--- src/rtl/parser_pkg.sv ---
// Shared UART parser definitions: message types, framing characters, opcodes
// and the structural frame lengths used by the message assembler.
package parser_pkg;

  typedef enum logic [2:0] {
    MSG_NONE            = 3'd0,
    MSG_RGF_READ        = 3'd1,
    MSG_RGF_WRITE       = 3'd2,
    MSG_SINGLE_PIXEL_WR = 3'd3,
    MSG_START_BURST_RD  = 3'd4,
    MSG_START_BURST_WR  = 3'd5,
    MSG_BURST_PIXEL_WR  = 3'd6
  } msg_type_e;

  typedef enum logic {
    ST_IDLE    = 1'b0,
    ST_COLLECT = 1'b1
  } asm_state_e;

  localparam logic [7:0] CHAR_OPEN  = 8'h7B;
  localparam logic [7:0] CHAR_CLOSE = 8'h7D;
  localparam logic [7:0] CHAR_COMMA = 8'h2C;
  localparam logic [7:0] OP_W       = 8'h57;
  localparam logic [7:0] OP_R       = 8'h52;
  localparam logic [7:0] OP_I       = 8'h49;
  localparam logic [7:0] CHAR_V     = 8'h56;
  localparam logic [7:0] CHAR_P     = 8'h50;

  localparam int LEN_RGF_READ     = 6;
  localparam int LEN_SINGLE_PIXEL = 11;
  localparam int LEN_FULL         = 16;

  // Frames are tracked by the index of their final byte so it fits in 4 bits.
  function automatic logic [3:0] last_index(input int len);
    return 4'(len - 1);
  endfunction

endpackage

--- src/rtl/uart_msg_timeout.sv ---
// Inter-byte idle counter: cleared by kick or while disabled, raises expire
// on the cycle the idle count would reach TIMEOUT_CYCLES.
module uart_msg_timeout #(
  parameter int TIMEOUT_CYCLES = 100000,
  parameter int TMO_W          = $clog2(TIMEOUT_CYCLES + 1)
) (
  input  logic clk,
  input  logic rst,
  input  logic enable,
  input  logic kick,
  output logic expire
);

  logic [TMO_W-1:0] cnt_q, cnt_d;

  // A kick in the expiry cycle suppresses the expiry.
  assign expire = enable && !kick && (cnt_q == TMO_W'(TIMEOUT_CYCLES - 1));

  always_comb begin
    cnt_d = cnt_q;
    if (kick || !enable || expire) begin
      cnt_d = '0;
    end else begin
      cnt_d = cnt_q + 1'b1;
    end
  end

  always_ff @(posedge clk or posedge rst) begin
    if (rst) begin
      cnt_q <= '0;
    end else begin
      cnt_q <= cnt_d;
    end
  end

endmodule

--- src/rtl/uart_msg_assembler.sv ---
// Frames UART RX bytes into messages and classifies them structurally.
// Optional inter-byte timeout abort enabled by `define UART_MSG_ASM_TIMEOUT_EN.
module uart_msg_assembler
  import parser_pkg::*;
#(
  parameter int TIMEOUT_CYCLES = 100000,
  parameter int TMO_W          = $clog2(TIMEOUT_CYCLES + 1)
) (
  input  logic         clk,
  input  logic         rst,
  input  logic [7:0]   rx_byte,
  input  logic         rx_valid,
  input  logic         burst_on,
  output logic [127:0] msg_data,
  output logic         msg_valid,
  output msg_type_e    msg_type,
  output logic         frame_err,
  output logic         busy
);

  asm_state_e   state_q, state_d;
  logic [127:0] buf_q, buf_d;
  logic [3:0]   cnt_q, cnt_d;
  logic [3:0]   last_q, last_d;
  logic         mode_burst_q, mode_burst_d;
  logic [7:0]   op_q, op_d;
  msg_type_e    type_q, type_d;
  logic         msg_valid_q, msg_valid_d;
  msg_type_e    msg_type_q, msg_type_d;
  logic         frame_err_q, frame_err_d;

  logic         tmo_expire;
  logic         abort;
  logic [3:0]   last_eff;
  msg_type_e    type_eff;

`ifdef UART_MSG_ASM_TIMEOUT_EN
  uart_msg_timeout #(
    .TIMEOUT_CYCLES(TIMEOUT_CYCLES),
    .TMO_W         (TMO_W)
  ) u_timeout (
    .clk   (clk),
    .rst   (rst),
    .enable(state_q == ST_COLLECT),
    .kick  (rx_valid),
    .expire(tmo_expire)
  );
`else
  assign tmo_expire = 1'b0;
`endif

  always_comb begin
    state_d      = state_q;
    buf_d        = buf_q;
    cnt_d        = cnt_q;
    last_d       = last_q;
    mode_burst_d = mode_burst_q;
    op_d         = op_q;
    type_d       = type_q;
    msg_valid_d  = 1'b0;
    msg_type_d   = msg_type_q;
    frame_err_d  = 1'b0;
    abort        = 1'b0;
    last_eff     = last_q;
    type_eff     = type_q;

    case (state_q)
      ST_IDLE: begin
        if (rx_valid && rx_byte == CHAR_OPEN) begin
          buf_d        = {120'b0, CHAR_OPEN};
          cnt_d        = 4'd1;
          mode_burst_d = burst_on;
          op_d         = 8'h00;
          last_d       = last_index(LEN_FULL);
          type_d       = burst_on ? MSG_BURST_PIXEL_WR : MSG_NONE;
          state_d      = ST_COLLECT;
        end
      end

      ST_COLLECT: begin
        if (rx_valid) begin
          buf_d[{cnt_q, 3'b000} +: 8] = rx_byte;
          cnt_d = cnt_q + 4'd1;

          // Length and type are settled by the opcode and delimiter bytes;
          // burst payloads are never inspected.
          if (!mode_burst_q) begin
            if (cnt_q == 4'd1) begin
              op_d = rx_byte;
              if (rx_byte == OP_I) begin
                type_eff = MSG_START_BURST_WR;
              end else if (rx_byte != OP_R && rx_byte != OP_W) begin
                abort = 1'b1;
              end
            end else if (cnt_q == 4'd5 && op_q == OP_R) begin
              if (rx_byte == CHAR_CLOSE) begin
                last_eff = last_index(LEN_RGF_READ);
                type_eff = MSG_RGF_READ;
              end else if (rx_byte == CHAR_COMMA) begin
                type_eff = MSG_START_BURST_RD;
              end else begin
                abort = 1'b1;
              end
            end else if (cnt_q == 4'd6 && op_q == OP_W) begin
              if (rx_byte == CHAR_V) begin
                type_eff = MSG_RGF_WRITE;
              end else if (rx_byte == CHAR_P) begin
                last_eff = last_index(LEN_SINGLE_PIXEL);
                type_eff = MSG_SINGLE_PIXEL_WR;
              end else begin
                abort = 1'b1;
              end
            end
          end

          last_d = last_eff;
          type_d = type_eff;

          if (abort) begin
            state_d     = ST_IDLE;
            cnt_d       = 4'd0;
            frame_err_d = 1'b1;
          end else if (cnt_q == last_eff) begin
            state_d     = ST_IDLE;
            cnt_d       = 4'd0;
            msg_valid_d = 1'b1;
            msg_type_d  = type_eff;
          end
        end else if (tmo_expire) begin
          state_d     = ST_IDLE;
          cnt_d       = 4'd0;
          frame_err_d = 1'b1;
        end
      end

      default: begin
        state_d = ST_IDLE;
        cnt_d   = 4'd0;
      end
    endcase
  end

  always_ff @(posedge clk or posedge rst) begin
    if (rst) begin
      state_q      <= ST_IDLE;
      buf_q        <= '0;
      cnt_q        <= 4'd0;
      last_q       <= 4'd0;
      mode_burst_q <= 1'b0;
      op_q         <= 8'h00;
      type_q       <= MSG_NONE;
      msg_valid_q  <= 1'b0;
      msg_type_q   <= MSG_NONE;
      frame_err_q  <= 1'b0;
    end else begin
      state_q      <= state_d;
      buf_q        <= buf_d;
      cnt_q        <= cnt_d;
      last_q       <= last_d;
      mode_burst_q <= mode_burst_d;
      op_q         <= op_d;
      type_q       <= type_d;
      msg_valid_q  <= msg_valid_d;
      msg_type_q   <= msg_type_d;
      frame_err_q  <= frame_err_d;
    end
  end

  assign msg_data  = buf_q;
  assign msg_valid = msg_valid_q;
  assign msg_type  = msg_type_q;
  assign frame_err = frame_err_q;
  assign busy      = (state_q == ST_COLLECT);

endmodule

--- config.mk ---
export PLATFORM = sky130hd
export DESIGN_NAME = uart_msg_assembler
export DESIGN_NICKNAME = d
export VERILOG_FILES = /design/src/rtl/parser_pkg.sv /design/src/rtl/uart_msg_timeout.sv /design/src/rtl/uart_msg_assembler.sv
export SDC_FILE = /design/constraint.sdc
export NUM_CORES = 1
export LEC_CHECK = 0
export BUFFER_PORTS_ARGS = -buffer_cell sky130_fd_sc_hd__buf_2
export CORE_ASPECT_RATIO = 0.5
export CORE_MARGIN = 2
export CORE_UTILIZATION = 49
export DETAILED_ROUTE_END_ITERATION = 8
export GPL_ROUTABILITY_DRIVEN = 0
export MAX_ROUTING_LAYER = met4
export PLACE_DENSITY = 0.77
export REMOVE_ABC_BUFFERS = 1
export SLEW_MARGIN = 10
export SYNTH_ARGS = -nofsm -noshare
export SYNTH_HDL_FRONTEND = slang
export SYNTH_HIERARCHICAL = 1
export SYNTH_SLANG_ARGS = --single-unit
--- constraint.sdc ---
create_clock -name clk -period 6.35 [get_ports clk]
set_clock_uncertainty 0.2 [all_clocks]
set_input_delay 1.905 -clock clk [delete_from_list [all_inputs] [get_ports clk]]
set_output_delay 1.905 -clock clk [all_outputs]
set_load 0.02 [all_outputs]
==> metrics.txt, run 1 <==
# TYPE chip_impl_metric gauge
chip_impl_metric{name="cts_max_path_buffers",unit=""} 2
chip_impl_metric{name="drt_first_pass_iters",unit=""} 7
chip_impl_metric{name="floorplan.rows",unit=""} 29
chip_impl_metric{name="ys_seq_elements",unit=""} 154
chip_impl_info{name="timing.hold.worst.class",value="flop to flop"} 1
chip_impl_metric{name="cts.reportedPaths.clkPinSlew",unit="ns"} 0.07
chip_impl_metric{name="p_total",unit="mW"} 3.111
chip_impl_metric{name="period_minus_slack",unit="ns"} 4.457
chip_impl_metric{name="postPlaceCellArea",unit="sq um"} 7473
chip_impl_metric{name="die_height",unit="um"} 86.25
chip_impl_metric{name="num_vias",unit=""} 5637
chip_impl_metric{name="design.core.area",unit="sq um"} 12920
chip_impl_metric{name="pwr_density_cell",unit="nW/um^2"} 384.7
chip_impl_metric{name="grt_pass1_wl",unit="mm"} 29.40
chip_impl_metric{name="worstSkewPairLatency",unit="ns"} 0.42
chip_impl_metric{name="post-route-drc-count",unit=""} 0
chip_impl_metric{name="timing.max_cap.violations",unit=""} 0
chip_impl_metric{name="dpl.cell_count",unit=""} 925
chip_impl_metric{name="final_non_filler_cell_area",unit="sq um"} 8087
chip_impl_metric{name="antenna_left",unit=""} 0
chip_impl_metric{name="synth_top_cell_area_share",unit="%"} 58.14
chip_impl_metric{name="post_cts_resized",unit=""} 0
chip_impl_metric{name="synth_sequential_area_ratio",unit="%"} 58.14
chip_impl_metric{name="ys_async_sr_fraction",unit="%"} 100.0
chip_impl_metric{name="postRouteWirelength",unit="mm"} 18.46
chip_impl_info{name="setup.worst_path.start_class",value="input port"} 1
chip_impl_info{name="ys_dominant_reg_cell",value="dfrtp_1"} 1
chip_impl_info{name="grt_setup_unrepaired",value="no"} 1
chip_impl_info{name="clockRootBuffer",value="clkbuf_16"} 1
chip_impl_info{name="yosys-top-cells-area",value="dfrtp_1 (58%), o21ai_0 (5.5%), nand2_1 (5.0%)"} 1
chip_impl_metric{name="synth_enable_flop_cells",unit=""} 0
chip_impl_info{name="cts_tree",value="built"} 1
chip_impl_metric{name="finalHoldViolations",unit=""} 0
chip_impl_metric{name="layout.nets",unit=""} 791
chip_impl_metric{name="antenna_found_initial",unit=""} 0
chip_impl_metric{name="max-slew-margin-rel",unit="%"} 31.04
chip_impl_metric{name="yosys_warnings",unit=""} 6
chip_impl_info{name="crit_type",value="input port to flop"} 1
chip_impl_metric{name="worst_r2r_path_depth",unit=""} 8
chip_impl_metric{name="cts_made_buffers",unit=""} 17
chip_impl_metric{name="slew_viol_final",unit=""} 0
chip_impl_metric{name="worstMarginPinSlew",unit="ns"} 1.034
chip_impl_metric{name="hold_path_depth",unit=""} 2
chip_impl_metric{name="cts.repair_timing.setup_buffer_count",unit=""} 0
chip_impl_metric{name="post_drt_via_cell_ratio",unit=""} 5.890
chip_impl_info{name="crit_path_top_delay_cell",value="nor4_4"} 1
chip_impl_metric{name="syn_area",unit="sq um"} 6629
chip_impl_metric{name="number_of_different_library_cells_in_the_post_synthesis_netlist",unit=""} 59
chip_impl_metric{name="fp.dieArea",unit="sq um"} 14530
chip_impl_info{name="synthDominantAreaCellType",value="dfrtp_1"} 1
chip_impl_metric{name="worst_hold_slack",unit="ns"} 0.2884
chip_impl_metric{name="cp_data_arrival_time",unit="ns"} 4.53
chip_impl_metric{name="wl_per_cell",unit="um"} 19.28
chip_impl_metric{name="longest_individual_stage_delay_on_the_worst_path",unit="ns"} 0.45
chip_impl_metric{name="count_of_placed_standard_cells_in_the_final_layout_fillers_left_out",unit=""} 957
chip_impl_metric{name="setup_total_negative_slack",unit="ns"} 0
chip_impl_metric{name="antenna-diode-count",unit=""} 0
chip_impl_metric{name="maxClockFrequency",unit="MHz"} 224.4
chip_impl_metric{name="fp.dieW",unit="um"} 168.5
chip_impl_info{name="status",value="complete, no violations"} 1
chip_impl_metric{name="grt_max_degree",unit=""} 61
chip_impl_metric{name="ctsHoldBuffers",unit=""} 0
chip_impl_metric{name="leakage",unit="nW"} 3.953
chip_impl_metric{name="htree_levels",unit=""} 4
chip_impl_metric{name="area_delta_synth_final",unit="%"} 21.99
chip_impl_metric{name="fill_cells",unit=""} 1063
chip_impl_metric{name="setup_viol",unit=""} 0
chip_impl_metric{name="drive_above_1_share",unit="%"} 25.54
chip_impl_metric{name="drt_iter0_drc",unit=""} 585
chip_impl_metric{name="global_route.usage.total",unit="%"} 26.86
chip_impl_metric{name="grt_pass1_vias",unit=""} 5554
chip_impl_metric{name="number_of_i_o_port_buffers",unit=""} 145
chip_impl_metric{name="vdd.ir_drop.worst",unit="mV"} 0.1936
chip_impl_metric{name="cells_after_synthesis",unit=""} 641
chip_impl_metric{name="io_pins",unit=""} 146
chip_impl_metric{name="syn_area_per_cell",unit="sq um"} 10.34
chip_impl_info{name="cp_cell_sequence",value="buf_2 -> nand4_1 -> nor4_4 -> nor2_1 -> nor4_1 -> nand2_1 -> nand3_1 -> o21ai_0"} 1
chip_impl_metric{name="critPathRequiredTime",unit="ns"} 6.42
chip_impl_metric{name="clock_sinks",unit=""} 154
chip_impl_metric{name="final.period_utilization",unit="%"} 70.19
chip_impl_metric{name="grt_overflow_total",unit=""} 0
chip_impl_info{name="endpoint_kind",value="flop"} 1
chip_impl_metric{name="initial_utilization",unit="%"} 51.32
chip_impl_metric{name="crit_fanout",unit=""} 16
chip_impl_metric{name="post-dp-hpwl",unit="mm"} 12.33
-- Yosys cell counts (5+ instances only) --
library cell and count:
a21oi_1 17, a22o_1 18, a32o_1 16, buf_2 6, clkbuf_1 27, dfrtp_1 154, ha_1 5, inv_1 27
nand2_1 88, nand2b_1 9, nand3_1 44, nor2_1 40, nor2b_1 7, nor3_1 11, o21ai_0 73, o21ai_1 5
o22ai_1 18, o2bb2ai_1 16
-- flip-flops by register name, summed over array words and instances, names as in the netlist --
register      flops
mode_burst_q      1
busy              1
last_q            4
op_q              8
cnt_q             4
msg_valid         1
msg_data        128
msg_type          3
type_q            3
frame_err         1
-- final cells by class --
cell class | instances | area [sq um] | share of cell area (%)
Sequential cell | 154 | 3854 | 47.66
Multi-Input combinational cell | 422 | 2522 | 31.19
Timing Repair Buffer | 152 | 778.2 | 9.624
Clock buffer | 18 | 439.2 | 5.431
Tap cell | 170 | 212.7 | 2.630
Clock inverter | 14 | 173.9 | 2.151
Inverter | 27 | 106.4 | 1.315
-- routing by layer --
layer	GRT usage, %	share of wire (%)
met1	37.00	44
met2	39.62	46
met3	5.799	8.0
met4	10.19	2.1
met5	-	0
-- path summary, 6_finish.rpt --
check	slack [ns]	from	to
min	0.29	msg_data[107]	msg_data[107]
max	1.89	rx_byte[0]	msg_data[33]
max in group asynchronous	3.55	rst	msg_data[100]
min reg2reg	0.29	msg_data[107]	msg_data[107]
min in group asynchronous	1.35	rst	msg_data[83]
max reg2reg	2.56	cnt_q[1]	msg_data[12]
-- cells in the final DEF (no fill, tap or decap), types with 3 or more instances in the layout --
cell | Yosys | layout
a22o_1 | 18 | 18
nand2b_1 | 9 | 9
o22ai_1 | 18 | 18
inv_1 | 27 | 26
a31oi_1 | 3 | 3
o2bb2ai_1 | 16 | 16
clkinvlp_4 | 0 | 3
inv_8 | 0 | 5
nor2b_1 | 7 | 7
nor3_1 | 11 | 11
dfrtp_1 | 154 | 154
or3_1 | 4 | 4
a32o_1 | 16 | 16
o21ai_1 | 5 | 5
buf_4 | 2 | 7
inv_6 | 0 | 4
o21ai_0 | 73 | 73
a21oi_1 | 17 | 17
nor2_1 | 40 | 40
nor4_4 | 3 | 3
ha_1 | 5 | 5
nand3_1 | 44 | 44
nand2_1 | 88 | 88
clkbuf_16 | 0 | 17
buf_2 | 6 | 145
-- worst max-delay path: cells and delay by family --
family	cells	cell delay, ns
and+or+nand+nor	6	2.15
buffers and inverters	1	0.35
AOI/OAI and AO/OA	1	0.12
-- stage by stage --
stage	utilization (%)	setup slack (ns)
floorplan	-	0.09520
global placement	57.86	1.825
detailed placement	57.86	1.617
CTS	62.60	1.983
global route	62.60	1.727
finish	62.60	1.893
-- power breakdown --
group	switching, mW	internal, mW	total, mW
combinational	0.518	0.262	0.781
sequential	0.143	1.14	1.28
clock	0.441	0.607	1.05
total	1.10	2.01	3.11
-- cell families (layout without fill, tap and decap cells) --
family	count (synthesis)	after routing	synth area share, %
adders and majority gates	5	5	0.9438
muxes	3	3	0.6040
and+or+nand+nor	226	226	16.95
xor gates and xnor gates	3	3	0.3964
DFF	154	154	58.14
AOI/OAI and AO/OA	185	185	19.06
buffers and inverters	65	211	3.907
Power figures use the tool's default switching activity.
==> run 2: changes to the inputs <==
--- a/config.mk
+++ b/config.mk
@@ -5,14 +5,15 @@
 export SDC_FILE = /design/constraint.sdc
 export NUM_CORES = 1
 export LEC_CHECK = 0
+export ABC_AREA = 1
 export BUFFER_PORTS_ARGS = -buffer_cell sky130_fd_sc_hd__buf_2
 export CORE_ASPECT_RATIO = 0.5
 export CORE_MARGIN = 2
-export CORE_UTILIZATION = 49
+export CORE_UTILIZATION = 54
 export DETAILED_ROUTE_END_ITERATION = 8
 export GPL_ROUTABILITY_DRIVEN = 0
 export MAX_ROUTING_LAYER = met4
-export PLACE_DENSITY = 0.77
+export PLACE_DENSITY = 0.8
 export REMOVE_ABC_BUFFERS = 1
 export SLEW_MARGIN = 10
 export SYNTH_ARGS = -nofsm -noshare
==> constraint.sdc (replaced) <==
create_clock -name clk -period 4.55 [get_ports clk]
set_clock_uncertainty 0.2 [all_clocks]
set_input_delay 1.365 -clock clk [delete_from_list [all_inputs] [get_ports clk]]
set_output_delay 1.365 -clock clk [all_outputs]
set_load 0.02 [all_outputs]
==> run 2 against run 1 <==
Against the previous run:
- synthesized cell count up 19%
- register-to-register slack got worse by 1.1 ns
- global-route usage rose by 2.6 points
- die area is 7.1% lower
- via count grew 8.4%
- non-clock buffer count shrank 2
- clock-buffer cell count is 3 higher
- final area up 2.4%
- critical endpoint is now busy
==> metrics.txt, run 2 <==
# TYPE chip_impl_metric gauge
chip_impl_metric{name="synth_enable_flop_cells",unit=""} 0
chip_impl_metric{name="cp_data_arrival_time",unit="ns"} 1.53
chip_impl_info{name="timing.critical_path.max_delay_family",value="flip-flops"} 1
chip_impl_metric{name="xor_xnor_cell_area_share_of_the_yosys_netlist",unit="%"} 0.4994
chip_impl_info{name="crit_type",value="flop to primary output"} 1
chip_impl_metric{name="antenna-diode-count",unit=""} 0
chip_impl_metric{name="vdd.ir_drop.worst",unit="mV"} 0.2779
chip_impl_metric{name="postRouteWirelength",unit="mm"} 18.66
chip_impl_metric{name="io_pins",unit=""} 146
chip_impl_metric{name="max-slew-margin-rel",unit="%"} 24.44
chip_impl_metric{name="p_total",unit="mW"} 4.131
chip_impl_info{name="endpoint_kind",value="primary output"} 1
chip_impl_info{name="setup.worst_path.start_class",value="flop"} 1
chip_impl_metric{name="drt_iter0_drc",unit=""} 722
chip_impl_info{name="ys_top_cells_by_count",value="nand2_1 (176), dfrtp_1 (154), o21ai_0 (99)"} 1
chip_impl_metric{name="cells_after_synthesis",unit=""} 761
chip_impl_metric{name="longest_individual_stage_delay_on_the_worst_path",unit="ns"} 0.82
chip_impl_metric{name="num_vias",unit=""} 6111
chip_impl_metric{name="post-route-drc-count",unit=""} 0
chip_impl_info{name="final_common_cell",value="nand2_1"} 1
chip_impl_metric{name="largest_register_ffs",unit=""} 128
chip_impl_metric{name="cts_max_path_buffers",unit=""} 2
chip_impl_metric{name="antenna_found_initial",unit=""} 0
chip_impl_metric{name="synth_simple_gate_area_share",unit="%"} 20.97
chip_impl_metric{name="antenna_left",unit=""} 0
chip_impl_metric{name="cts.repair_timing.setup_buffer_count",unit=""} 0
chip_impl_info{name="grt_setup_unrepaired",value="no"} 1
chip_impl_metric{name="design.core.area",unit="sq um"} 12020
chip_impl_metric{name="critPathRequiredTime",unit="ns"} 2.98
chip_impl_info{name="crit_path_top_delay_cell",value="dfrtp_1"} 1
chip_impl_info{name="timing.hold.worst.class",value="flop to flop"} 1
chip_impl_metric{name="post_synth_mux_area_share",unit="%"} 0
chip_impl_info{name="most_frequent_cells_in_the_layout",value="nand2_1 (176), dfrtp_1 (154), buf_2 (145)"} 1
chip_impl_metric{name="drt_first_pass_iters",unit=""} 5
chip_impl_metric{name="grt_pass1_vias",unit=""} 5775
chip_impl_metric{name="fp.dieW",unit="um"} 162.3
chip_impl_metric{name="setup_viol",unit=""} 0
chip_impl_info{name="synth_top_family_by_area",value="simple AND/OR/NAND/NOR gates"} 1
chip_impl_metric{name="number_of_i_o_port_buffers",unit=""} 145
chip_impl_metric{name="die_height",unit="um"} 83.15
chip_impl_metric{name="synth_sequential_area_ratio",unit="%"} 56.96
chip_impl_metric{name="area_delta_synth_final",unit="%"} 22.40
chip_impl_metric{name="layout.nets",unit=""} 929
chip_impl_metric{name="synth-adder-area-share",unit="%"} 0.9247
chip_impl_metric{name="clock_sinks",unit=""} 154
chip_impl_metric{name="ys_seq_elements",unit=""} 154
chip_impl_metric{name="final_critical_path_setup_slack",unit="ns"} 1.452
chip_impl_metric{name="period_minus_slack",unit="ns"} 3.098
chip_impl_metric{name="grt_max_degree",unit=""} 129
chip_impl_metric{name="floorplan.rows",unit=""} 28
chip_impl_metric{name="final.period_utilization",unit="%"} 68.09
chip_impl_metric{name="fp.dieArea",unit="sq um"} 13490
chip_impl_metric{name="worstSkewPairLatency",unit="ns"} 0.42
chip_impl_metric{name="pre_cts_slack",unit="ns"} 1.254
chip_impl_metric{name="timing.max_cap.violations",unit=""} 0
chip_impl_metric{name="dpl.cell_count",unit=""} 1058
chip_impl_metric{name="ys_async_sr_fraction",unit="%"} 100.0
chip_impl_metric{name="post_drt_via_cell_ratio",unit=""} 5.617
chip_impl_info{name="ys_dominant_reg_cell",value="dfrtp_1"} 1
chip_impl_metric{name="finalHoldViolations",unit=""} 0
chip_impl_metric{name="crit_fanout",unit=""} 20
chip_impl_metric{name="ctsHoldBuffers",unit=""} 0
chip_impl_metric{name="syn_area",unit="sq um"} 6765
chip_impl_metric{name="post_cts_resized",unit=""} 0
chip_impl_metric{name="grt_pass1_wl",unit="mm"} 30.34
chip_impl_metric{name="leakage",unit="nW"} 4.288
chip_impl_info{name="status",value="complete, no violations"} 1
chip_impl_metric{name="initial_utilization",unit="%"} 56.30
chip_impl_metric{name="slew_viol_final",unit=""} 0
chip_impl_metric{name="synth_top_cell_area_share",unit="%"} 56.96
chip_impl_metric{name="number_of_different_library_cells_in_the_post_synthesis_netlist",unit=""} 39
chip_impl_metric{name="critPathBufInv",unit=""} 1
chip_impl_metric{name="yosys_warnings",unit=""} 6
chip_impl_info{name="clockRootBuffer",value="clkbuf_16"} 1
chip_impl_metric{name="count_of_placed_standard_cells_in_the_final_layout_fillers_left_out",unit=""} 1088
chip_impl_metric{name="maxClockFrequency",unit="MHz"} 322.8
chip_impl_metric{name="cts_made_buffers",unit=""} 17
chip_impl_metric{name="worstMarginPinSlew",unit="ns"} 1.133
chip_impl_info{name="yosys-top-cells-area",value="dfrtp_1 (57%), nand2_1 (9.8%), o21ai_0 (7.3%)"} 1
chip_impl_metric{name="synth_compound_area_share",unit="%"} 13.96
chip_impl_info{name="cts_tree",value="built"} 1
chip_impl_metric{name="setup_total_negative_slack",unit="ns"} 0
chip_impl_info{name="synth_most_common_cell",value="nand2_1"} 1
chip_impl_metric{name="cts.reportedPaths.clkPinSlew",unit="ns"} 0.06
chip_impl_metric{name="grt_overflow_total",unit=""} 0
chip_impl_metric{name="post-dp-hpwl",unit="mm"} 12.92
chip_impl_metric{name="global_route.usage.total",unit="%"} 29.49
chip_impl_metric{name="htree_levels",unit=""} 4
chip_impl_metric{name="pwr_density_cell",unit="nW/um^2"} 498.8
chip_impl_metric{name="syn_area_per_cell",unit="sq um"} 8.890
chip_impl_metric{name="drive_above_1_share",unit="%"} 23.51
chip_impl_metric{name="wl_per_cell",unit="um"} 17.15
chip_impl_info{name="synthDominantAreaCellType",value="dfrtp_1"} 1
chip_impl_info{name="cp_cell_sequence",value="buf_2"} 1
-- run 2: changes by cell type after synthesis, moves of 15 or more --
cell	previous run	this run
inv_1	27	90
a32o_1	16	0
o2bb2ai_1	16	1
clkbuf_1	27	3
o21ai_0	73	99
nand2_1	88	176
a22o_1	18	0
-- run 2: final timing paths --
path | startpoint | end | slack, ns | cells past startpoint
min in group asynchronous | rst | msg_data[15] | 0.97 | 2
min | msg_data[112] | msg_data[112] | 0.28 | 2
max reg2reg | cnt_q[0] | msg_data[67] | 1.51 | 11
max in group asynchronous | rst | msg_data[33] | 2.26 | 3
max | busy | busy | 1.45 | 1
min reg2reg | msg_data[112] | msg_data[112] | 0.28 | 2
-- run 2: final cells by class --
| class | count | area (sq um) |
|---|---|---|
| Tap cell | 165 | 206.4 |
| Inverter | 95 | 364.1 |
| Fill cell | 923 | 3736 |
| Clock inverter | 9 | 162.7 |
| Sequential cell | 154 | 3854 |
| Multi-Input combinational cell | 494 | 2460 |
| Timing Repair Buffer | 150 | 763.2 |
| Clock buffer | 21 | 470.5 |
-- run 2: cell families (layout without fill, tap and decap cells) --
| group | after synthesis | after routing |
|---|---|---|
| AOI/OAI and AO/OA | 171 | 171 |
| DFF | 154 | 154 |
| adders and majority gates | 5 | 5 |
| buffers and inverters | 113 | 275 |
| xor gates and xnor gates | 3 | 3 |
| and+or+nand+nor | 315 | 315 |
-- run 2: metrics by stage --
| stage | cell area (sq um) | utilization [%] | hold WS (ns) |
|---|---|---|---|
| 6_report | 8280 | 68.91 | 0.2800 |
| 5_1_grt | 8280 | 68.91 | 0.3041 |
| 4_1_cts | 8280 | 68.91 | 0.2834 |
| 3_5_place_dp | 7647 | 63.64 | 0.2685 |
| 3_3_place_gp | 7647 | 63.64 | 0.2642 |
| 2_1_floorplan | 6673 | - | 0.2621 |
-- run 2: power by group --
group          internal [mW]  switching [mW]
Sequential              1.51           0.131
Combinational          0.276           0.689
Clock                  0.961           0.559
-- run 2: routing by layer --
layer  global-route usage [%]  wire length, um  vias to the layer above  part of all wire, %
li1                         -                -                     2797                    -
met1                    43.65             8421                     2968                   45
met2                    41.39             8341                      308                   45
met3                    5.644             1565                       38                  8.4
met4                    9.091              335                        0                  1.8
met5                        -                0                        -                    0
